`src/rtl/draw_rect_ctl_if.sv`:
```
// VGA timing bus. The rectangle controller only looks at the pixel counters.
interface vga_if;
  logic [10:0] hcount;
  logic [10:0] vcount;

  modport in  (input  hcount, vcount);
  modport out (output hcount, vcount);
endinterface

```
`src/rtl/draw_rect_ctl.sv`:
```
// Mouse-driven rectangle controller: per-frame drag, grow and shrink of a box
// whose geometry is clamped to the visible screen and the size bounds.
module draw_rect_ctl #(
  parameter int STEP     = 8,
  parameter int MIN_SIZE = 8,
  parameter int MAX_SIZE = 256,
  parameter int X_INIT   = 150,
  parameter int Y_INIT   = 100,
  parameter int H_RES    = 800,
  parameter int V_RES    = 600
) (
  input  logic        clk,
  input  logic        rst_n,
  input  logic        mouse_left,
  input  logic        mouse_right,
  input  logic        mouse_middle,
  input  logic [11:0] mouse_xpos,
  input  logic [11:0] mouse_ypos,
  vga_if.in           vga_in,
  output logic [11:0] xpos_rect,
  output logic [11:0] ypos_rect,
  output logic [11:0] width_rect,
  output logic [11:0] height_rect,
  output logic [1:0]  mode
);

  typedef enum logic [1:0] {
    IDLE   = 2'd0,
    GROW   = 2'd1,
    SHRINK = 2'd2,
    DRAG   = 2'd3
  } state_e;

  // 13-bit working width so sums and differences of 12-bit values never wrap
  localparam logic [12:0] STEP_W  = 13'(STEP);
  localparam logic [12:0] MIN_W   = 13'(MIN_SIZE);
  localparam logic [12:0] MAX_W   = 13'(MAX_SIZE);
  localparam logic [12:0] H_RES_W = 13'(H_RES);
  localparam logic [12:0] V_RES_W = 13'(V_RES);

  function automatic logic [12:0] room_left(input logic [12:0] res, input logic [11:0] used);
    return (res > {1'b0, used}) ? res - {1'b0, used} : 13'd0;
  endfunction

  function automatic logic [11:0] grow_sz(input logic [11:0] cur, input logic [11:0] pos,
                                          input logic [12:0] res);
    logic [12:0] sum;
    logic [12:0] lim;
    logic [12:0] room;
    sum  = {1'b0, cur} + STEP_W;
    room = room_left(res, pos);
    lim  = (room < MAX_W) ? room : MAX_W;
    return (sum > lim) ? lim[11:0] : sum[11:0];
  endfunction

  function automatic logic [11:0] shrink_sz(input logic [11:0] cur);
    logic [12:0] diff;
    diff = {1'b0, cur} - STEP_W;
    return ({1'b0, cur} >= MIN_W + STEP_W) ? diff[11:0] : MIN_W[11:0];
  endfunction

  function automatic logic [11:0] drag_pos(input logic [11:0] m, input logic [11:0] sz,
                                           input logic [12:0] res);
    logic [12:0] room;
    room = room_left(res, sz);
    return ({1'b0, m} > room) ? room[11:0] : m;
  endfunction

  state_e      state_q, state_d;
  logic [11:0] xpos_q, xpos_d;
  logic [11:0] ypos_q, ypos_d;
  logic [11:0] width_q, width_d;
  logic [11:0] height_q, height_d;
  // button vectors are ordered {left, right, middle}
  logic [2:0]  btn_prev_q, btn_prev_d;
  logic [2:0]  pend_q, pend_d;
  logic [2:0]  rise;
  logic        frame_tick;
  logic        ev_left, ev_right, ev_mid;

  always_comb begin
    frame_tick = (vga_in.hcount == '0) && (vga_in.vcount == '0);
    btn_prev_d = {mouse_left, mouse_right, mouse_middle};
    rise       = btn_prev_d & ~btn_prev_q;

    state_d  = state_q;
    xpos_d   = xpos_q;
    ypos_d   = ypos_q;
    width_d  = width_q;
    height_d = height_q;
    pend_d   = pend_q | rise;
    ev_left  = 1'b0;
    ev_right = 1'b0;
    ev_mid   = 1'b0;

    if (frame_tick) begin
      // old flags are consumed here; an edge arriving on this very cycle waits a frame
      pend_d   = rise;
      ev_left  = pend_q[2];
      ev_right = pend_q[1] & ~pend_q[2];
      ev_mid   = pend_q[0] & ~pend_q[2] & ~pend_q[1];

      unique case (state_q)
        IDLE:   state_d = ev_left ? DRAG : ev_right ? GROW   : ev_mid ? SHRINK : IDLE;
        GROW:   state_d = ev_left ? DRAG : ev_right ? IDLE   : ev_mid ? SHRINK : GROW;
        SHRINK: state_d = ev_left ? DRAG : ev_right ? GROW   : ev_mid ? IDLE   : SHRINK;
        DRAG:   state_d = ev_left ? IDLE : DRAG;
        default: state_d = IDLE;
      endcase

      // the mode entered on this tick takes its step on the same tick
      unique case (state_d)
        GROW: begin
          width_d  = grow_sz(width_q,  xpos_q, H_RES_W);
          height_d = grow_sz(height_q, ypos_q, V_RES_W);
        end
        SHRINK: begin
          width_d  = shrink_sz(width_q);
          height_d = shrink_sz(height_q);
        end
        DRAG: begin
          xpos_d = drag_pos(mouse_xpos, width_q,  H_RES_W);
          ypos_d = drag_pos(mouse_ypos, height_q, V_RES_W);
        end
        default: ;
      endcase
    end
  end

  always_ff @(posedge clk) begin
    if (!rst_n) begin
      state_q    <= IDLE;
      xpos_q     <= 12'(X_INIT);
      ypos_q     <= 12'(Y_INIT);
      width_q    <= 12'(MIN_SIZE);
      height_q   <= 12'(MIN_SIZE);
      btn_prev_q <= '0;
      pend_q     <= '0;
    end else begin
      state_q    <= state_d;
      xpos_q     <= xpos_d;
      ypos_q     <= ypos_d;
      width_q    <= width_d;
      height_q   <= height_d;
      btn_prev_q <= btn_prev_d;
      pend_q     <= pend_d;
    end
  end

  assign xpos_rect   = xpos_q;
  assign ypos_rect   = ypos_q;
  assign width_rect  = width_q;
  assign height_rect = height_q;
  assign mode        = state_q;

endmodule
```
`src/flat_wrapper.sv`:
```
// flat-port wrapper written by rule: the top's interface ports become plain ports
module draw_rect_ctl_flat 
#(
  parameter int STEP     = 8,
  parameter int MIN_SIZE = 8,
  parameter int MAX_SIZE = 256,
  parameter int X_INIT   = 150,
  parameter int Y_INIT   = 100,
  parameter int H_RES    = 800,
  parameter int V_RES    = 600
)
  (clk, rst_n, mouse_left, mouse_right, mouse_middle, mouse_xpos, mouse_ypos, xpos_rect, ypos_rect, width_rect, height_rect, mode, vga_in_hcount, vga_in_vcount);
  vga_if vga_in_i ();
  input  logic clk;
  input  logic rst_n;
  input  logic mouse_left;
  input  logic mouse_right;
  input  logic mouse_middle;
  input  logic [11:0] mouse_xpos;
  input  logic [11:0] mouse_ypos;
  output logic [11:0] xpos_rect;
  output logic [11:0] ypos_rect;
  output logic [11:0] width_rect;
  output logic [11:0] height_rect;
  output logic [1:0] mode;
  input wire logic [$bits(vga_in_i.hcount)-1:0] vga_in_hcount;
  input wire logic [$bits(vga_in_i.vcount)-1:0] vga_in_vcount;
  assign vga_in_i.hcount = vga_in_hcount;
  assign vga_in_i.vcount = vga_in_vcount;
  draw_rect_ctl #(.STEP(STEP), .MIN_SIZE(MIN_SIZE), .MAX_SIZE(MAX_SIZE), .X_INIT(X_INIT), .Y_INIT(Y_INIT), .H_RES(H_RES), .V_RES(V_RES)) u_core (.clk(clk), .rst_n(rst_n), .mouse_left(mouse_left), .mouse_right(mouse_right), .mouse_middle(mouse_middle), .mouse_xpos(mouse_xpos), .mouse_ypos(mouse_ypos), .vga_in(vga_in_i), .xpos_rect(xpos_rect), .ypos_rect(ypos_rect), .width_rect(width_rect), .height_rect(height_rect), .mode(mode));
endmodule
```
`config.mk`:
```
export PLATFORM = sky130hd
export DESIGN_NAME = draw_rect_ctl_flat
export DESIGN_NICKNAME = d
export VERILOG_FILES = /design/src/rtl/draw_rect_ctl_if.sv /design/src/rtl/draw_rect_ctl.sv /design/src/flat_wrapper.sv
export SDC_FILE = /design/constraint.sdc
export NUM_CORES = 1
export LEC_CHECK = 0
export BUFFER_PORTS_ARGS = -buffer_cell sky130_fd_sc_hd__buf_2
export CORE_MARGIN = 4
export CORE_UTILIZATION = 28
export CTS_CLUSTER_SIZE = 24
export DETAILED_ROUTE_END_ITERATION = 12
export PLACE_DENSITY_LB_ADDON = 0.3
export SYNTH_ARGS = -nofsm -noshare
export SYNTH_HDL_FRONTEND = slang
export SYNTH_SLANG_ARGS = --single-unit
export TNS_END_PERCENT = 50
```
`constraint.sdc`:
```
create_clock -name clk -period 4 [get_ports clk]
set_input_delay 0.8 -clock clk [delete_from_list [all_inputs] [get_ports clk]]
set_output_delay 0.8 -clock clk [all_outputs]
set_load 0.02 [all_outputs]
```
# Word level (Yosys, flattened, before mapping)
# Cells that the tools add are included.
# op_classes
mux	27
n_lt_le_gt_ge	12
reduce_logical	7
addsub	8
eq_ne	6
bitwise	8
# ops
operator	count
$mux 13	6
$mux 12	6
$sub 10x12->13 const A	4
$gt 10x12->1 const A	4
$pmux 12 s2	2
$add 12x4->13 const B	2
$gt 12x13->1	2
$gt 13x13->1	2
$lt 13x9->1 const B	2
$ge 12x5->1 const B	2
$sub 12x4->12 const B	2
$logic_not 11->1	2
$mux 2	11
$eq 2x2->1 const B	4
$pmux 2 s4	1
$eq 2x1->1 const B	2
$reduce_and 2->1	2
$and 1x1->1	3
$and 3x3->3	1
$mux 3	1
$not 3->3	1
$or 3x3->3	1
$logic_not 2->1	1
$not 1->1	2
other kinds (2)	2
# word_totals
regBits	56
out_inout_bits	50
elab_cells	75
inputBits	51

# Longest topological paths before layout
# depth
ltp_word	11
mapped_depth	17

# Worst setup path before layout
# No wires, ideal clock.
# synth_timing
kind	register to register
start	register u_core.width_q[3], in the netlist u_core.width_rect[3]
end	register u_core.xpos_q[5], in the netlist u_core.xpos_rect[5]
path_stages_with_launch	16
arrival_time_ns	3.724
slack_ns	0.199
period_less_slack_ns	3.801
path_cell_list	dfxtp_1 -> clkbuf_1 -> inv_1 -> ha_1 -> or4b_1 -> o211ai_1 -> nand2_1 -> or3_1 -> ha_1 -> nand3_1 -> or4_1 -> o21ai_0 -> a211oi_1 -> clkbuf_1 -> and3_1 -> nor3_1
# synth_via
elab_chain_cells	4
# synth_lines
element	line_no	text
from (decl)	draw_rect_ctl.sv:72	logic [11:0] width_q, width_d;
from (signal assigned)	draw_rect_ctl.sv:135	width_q <= 12'(MIN_SIZE);
from (signal assigned)	draw_rect_ctl.sv:143	width_q <= width_d;
$sub 10x12->13 or $gt 10x12->1 (tied branches)	draw_rect_ctl.sv:42	return (res > {1'b0, used}) ? res - {1'b0, used} : 13'd0;
$mux 13 (*)	draw_rect_ctl.sv:42	
$gt 12x13->1	draw_rect_ctl.sv:66	return ({1'b0, m} > room) ? room[11:0] : m;
$mux 12 (*)	draw_rect_ctl.sv:66	
to (signal assigned)	draw_rect_ctl.sv:133	xpos_q <= 12'(X_INIT);
to (signal assigned)	draw_rect_ctl.sv:141	xpos_q <= xpos_d;
to (decl)	draw_rect_ctl.sv:70	logic [11:0] xpos_q, xpos_d;
# Every way passes the cells marked *; elsewhere a longest branch is shown, timed or not.
# A chain may end at the register's enable or synchronous reset.

# Worst setup path in the final report
# layout_timing
start	register u_core.ypos_q[0], in the netlist u_core.ypos_rect[0]
end	register u_core.height_q[0], in the netlist u_core.height_rect[0]
# layout_via
elab_chain_cells	7
# layout_lines
element	line_no	text
from (decl)	draw_rect_ctl.sv:71	logic [11:0] ypos_q, ypos_d;
from (signal assigned)	draw_rect_ctl.sv:134	ypos_q <= 12'(Y_INIT);
from (signal assigned)	draw_rect_ctl.sv:142	ypos_q <= ypos_d;
$sub 10x12->13 or $gt 10x12->1 (tied branches)	draw_rect_ctl.sv:42	
$mux 13 (*)	draw_rect_ctl.sv:42	
$lt 13x9->1	draw_rect_ctl.sv:52	lim = (room < MAX_W) ? room : MAX_W;
$mux 13 (*)	draw_rect_ctl.sv:52	
$gt 13x13->1	draw_rect_ctl.sv:53	return (sum > lim) ? lim[11:0] : sum[11:0];
$mux 12 (*)	draw_rect_ctl.sv:53	
$pmux 12 s2 (*)	draw_rect_ctl.sv:112	unique case (state_d)
to (signal assigned)	draw_rect_ctl.sv:136	height_q <= 12'(MIN_SIZE);
to (signal assigned)	draw_rect_ctl.sv:144	height_q <= height_d;
to (decl)	draw_rect_ctl.sv:73	logic [11:0] height_q, height_d;
# Marks and branches as above.

==> reports/results.tsv <==
metric	value	unit
routedWlPerCell	16.5	um
ys_top_cells_by_count	68 x nand2_1, 61 x ha_1, 56 x dfxtp_1	
hold_viol	0	
wirelength	18300	um
ys_ff_latch	56	
skew	0.00682	ns
critical-path-top-delay-family	compound AO/OA/AOI/OAI gates	
final_nets	957	
vias	5824	
synth_cell_types	76	
outcome	complete, no violations	
slew_violations	0	
syn_inst	729	
synthArstFlopShare	0	%
holdWs	0.417	ns
synth.area.top_cells	dfxtp_1 20%, ha_1 14%, nand2_1 4.7%	
cellPowerDensity	188	nW/um2
firstDrtPassIters	5	
cts_buffers	5	
setup_viol	0	
max_freq	268	MHz
hpwlAfterDp	14500	um
synth.avg_cell_area	7.52	um2
path_buf_inv	3	
slowest_stage	mux2_2	
cts_hold_buf	0	
die_h	148	um
first_global_vias	5485	
drc	0	
leakagePower	2.86	nW
worstMarginPinSlew	1.02	ns
cts_root_buffer	clkbuf_16	
stdcell_count	1106	
synth_top_area_share	20.5	%
row_count	50	
grt_overflow	0	
dieArea	21900	um2
cts_setup_buffers	0	
synthToLayoutAreaGrowth	22.4	%
gr-usage-all-layers	16.6	%
grt_antenna_before_repair	0	
rsz0062_at_grt	true	
place.gp.congestion	0.894	
core	19000	um2
cts_sinks	56	
slew-limit-headroom	31.6	%
synth_most_common_cell	nand2_1	
yosysTopAreaCell	dfxtp_1	
initial_utilization	28.9	%
ir_drop	0.144	mV
maxCapViolCount	0	
cpPeakStageDelay	0.40	ns
avgViaCountPerCell	5.27	
fin_tns_setup	0	ns
ios	101	
critical_path_arrival	3.98	ns
crit_path_end_kind	register	
cts_tree	yes	
synth_edf_count	0	
synth_flop_cell	dfxtp_1	
postRouteAntennaNets	0	
clk_pin_slew	0.08	ns
ys_seq_area_share	20.5	%
crit_type	reg2reg	
diodes	0	
finalCritPeriodShare	93.2	%
ys_warn_count	0	
dp.cells	1098	
startpoint_type	register	
drive_above_1_share	21.2	%
portBuffers	100	
clockBufferDepth	2	
required	4.25	ns
clk_latency	0.31	ns
period_needed	3.73	ns
drt_iter0_drc	350	
hold_class	reg2reg	
grt_first_pass_wirelength	29700	um
syn_area	5480	um2
crit_chain	inv_1 -> ha_1 -> nand2b_1 -> a221oi_1 -> mux2_2 -> a211oi_2 -> buf_4 -> nand2_1 -> ha_1 -> nand3_1 -> o21bai_1 -> a311oi_2 -> o31ai_1 -> buf_4 -> nor3_1 -> a32o_1	
htree_levels	2	
grt_max_degree	39	
chipWidth	148	um
critical_path.max_fanout	9	
-- worst reg2reg max path: stages (launching register included) --
cell	delay (ns)
dfxtp_1	0.31
inv_1	0.07
ha_1	0.18
nand2b_1	0.12
a221oi_1	0.29
mux2_2	0.40
a211oi_2	0.14
buf_4	0.19
nand2_1	0.07
ha_1	0.31
nand3_1	0.12
o21bai_1	0.18
a311oi_2	0.38
o31ai_1	0.16
buf_4	0.19
nor3_1	0.38
a32o_1	0.18
-- area by class of cell --
cell class / count / area, um2
Multi-Input combinational cell: 607 / 4150
Sequential cell: 56 / 1120
Timing Repair Buffer: 142 / 816
Inverter: 33 / 124
Fill cell: 1987 / 12200
Clock buffer: 5 / 125
Clock inverter: 3 / 47.5
Tap cell: 260 / 325
-- state kept, by name (all words and copies together) (netlist names) --
register            count
u_core.width_rect      12
u_core.mode             2
u_core.btn_prev_q       3
u_core.height_rect     12
u_core.ypos_rect       12
u_core.pend_q           3
u_core.xpos_rect       12
-- per-layer routing --
| layer | part of all wire [%] | global-route usage (%) | up-vias |
|---|---|---|---|
| li1 | - | - | 2945 |
| met1 | 49 | 23.5 | 2723 |
| met2 | 45 | 26.5 | 145 |
| met3 | 5.1 | 3.34 | 11 |
| met4 | 0.80 | 2.63 | 0 |
| met5 | 0 | 0 | - |
-- what timing repair did --
item                                    in CTS  in global routing
gates resized for setup                      0                  8
endpoints found under the hold margin        0                  0
endpoints found under the setup margin       0                 31
-- per-stage QoR --
step | instance area [um2] | worst slack, ns | util, % | power, mW
5_1_grt | 6710 | -0.0295 | 35.4 | 1.32
3_5_place_dp | 6500 | 0.0836 | 34.3 | 0.736
6_report | 6710 | 0.273 | 35.4 | 1.26
2_1_floorplan | 5520 | 0.199 | - | 0.676
3_3_place_gp | 6500 | 0.163 | 34.3 | 0.735
4_1_cts | 6670 | 0.0537 | 35.2 | 1.27
-- layout by cell type (no fill, tap or decap), types with 4 or more instances in the layout --
| master | Yosys | routed |
|---|---|---|
| xnor2_1 | 29 | 29 |
| inv_1 | 32 | 32 |
| and2_1 | 7 | 7 |
| nor2b_1 | 7 | 7 |
| nand4_1 | 13 | 13 |
| and4_1 | 4 | 4 |
| nor4_1 | 17 | 14 |
| or4_1 | 7 | 7 |
| ha_1 | 61 | 61 |
| conb_1 | 1 | 10 |
| a21o_1 | 10 | 10 |
| clkbuf_16 | 0 | 5 |
| o211ai_1 | 4 | 4 |
| mux2_2 | 5 | 5 |
| nor3_1 | 38 | 36 |
| or2_2 | 5 | 5 |
| or3_1 | 10 | 10 |
| nor4b_1 | 4 | 4 |
| nand2_1 | 68 | 68 |
| xor2_1 | 11 | 11 |
| buf_4 | 0 | 42 |
| o21ai_0 | 50 | 50 |
| nand3b_1 | 4 | 4 |
| o21a_1 | 13 | 13 |
| buf_2 | 4 | 100 |
| and3_1 | 11 | 11 |
| a211oi_1 | 8 | 7 |
| dfxtp_1 | 56 | 56 |
| nand2b_1 | 12 | 12 |
| a21oi_1 | 35 | 35 |
| a311oi_1 | 14 | 13 |
| a31oi_1 | 10 | 10 |
| o22ai_1 | 6 | 6 |
| nand3_1 | 26 | 26 |
| nor2_1 | 47 | 47 |
-- power breakdown --
group	internal, mW	switching, mW	total [mW]
Combinational	0.0666	0.0945	0.161
Clock	0.299	0.234	0.533
Sequential	0.561	0.00392	0.565
Total	0.927	0.332	1.26
-- cells by family after synthesis --
family | after synthesis | synth area share [%]
other cells | 1 | 0.0684
xor+xnor | 40 | 6.39
fa+ha+maj | 61 | 13.9
mux | 6 | 1.21
compound gates | 195 | 24.2
buf+inv | 75 | 5.36
flops | 56 | 20.5
simple gates | 295 | 28.4
-- path summary, 6_finish.rpt --
| check | startpoint | to | slack, ns | cells past startpoint |
|---|---|---|---|---|
| max | u_core.ypos_rect[0]$_SDFFE_PN0P_ | u_core.height_rect[0]$_SDFFE_PN0P_ | 0.27 | 16 |
| min reg2reg | u_core.btn_prev_q[0]$_SDFF_PN0_ | u_core.pend_q[0]$_SDFF_PN0_ | 0.42 | 1 |
| min | u_core.btn_prev_q[0]$_SDFF_PN0_ | u_core.pend_q[0]$_SDFF_PN0_ | 0.42 | 1 |
| max reg2reg | u_core.ypos_rect[0]$_SDFFE_PN0P_ | u_core.height_rect[0]$_SDFFE_PN0P_ | 0.27 | 16 |
(Power assumes the default switching activity.)
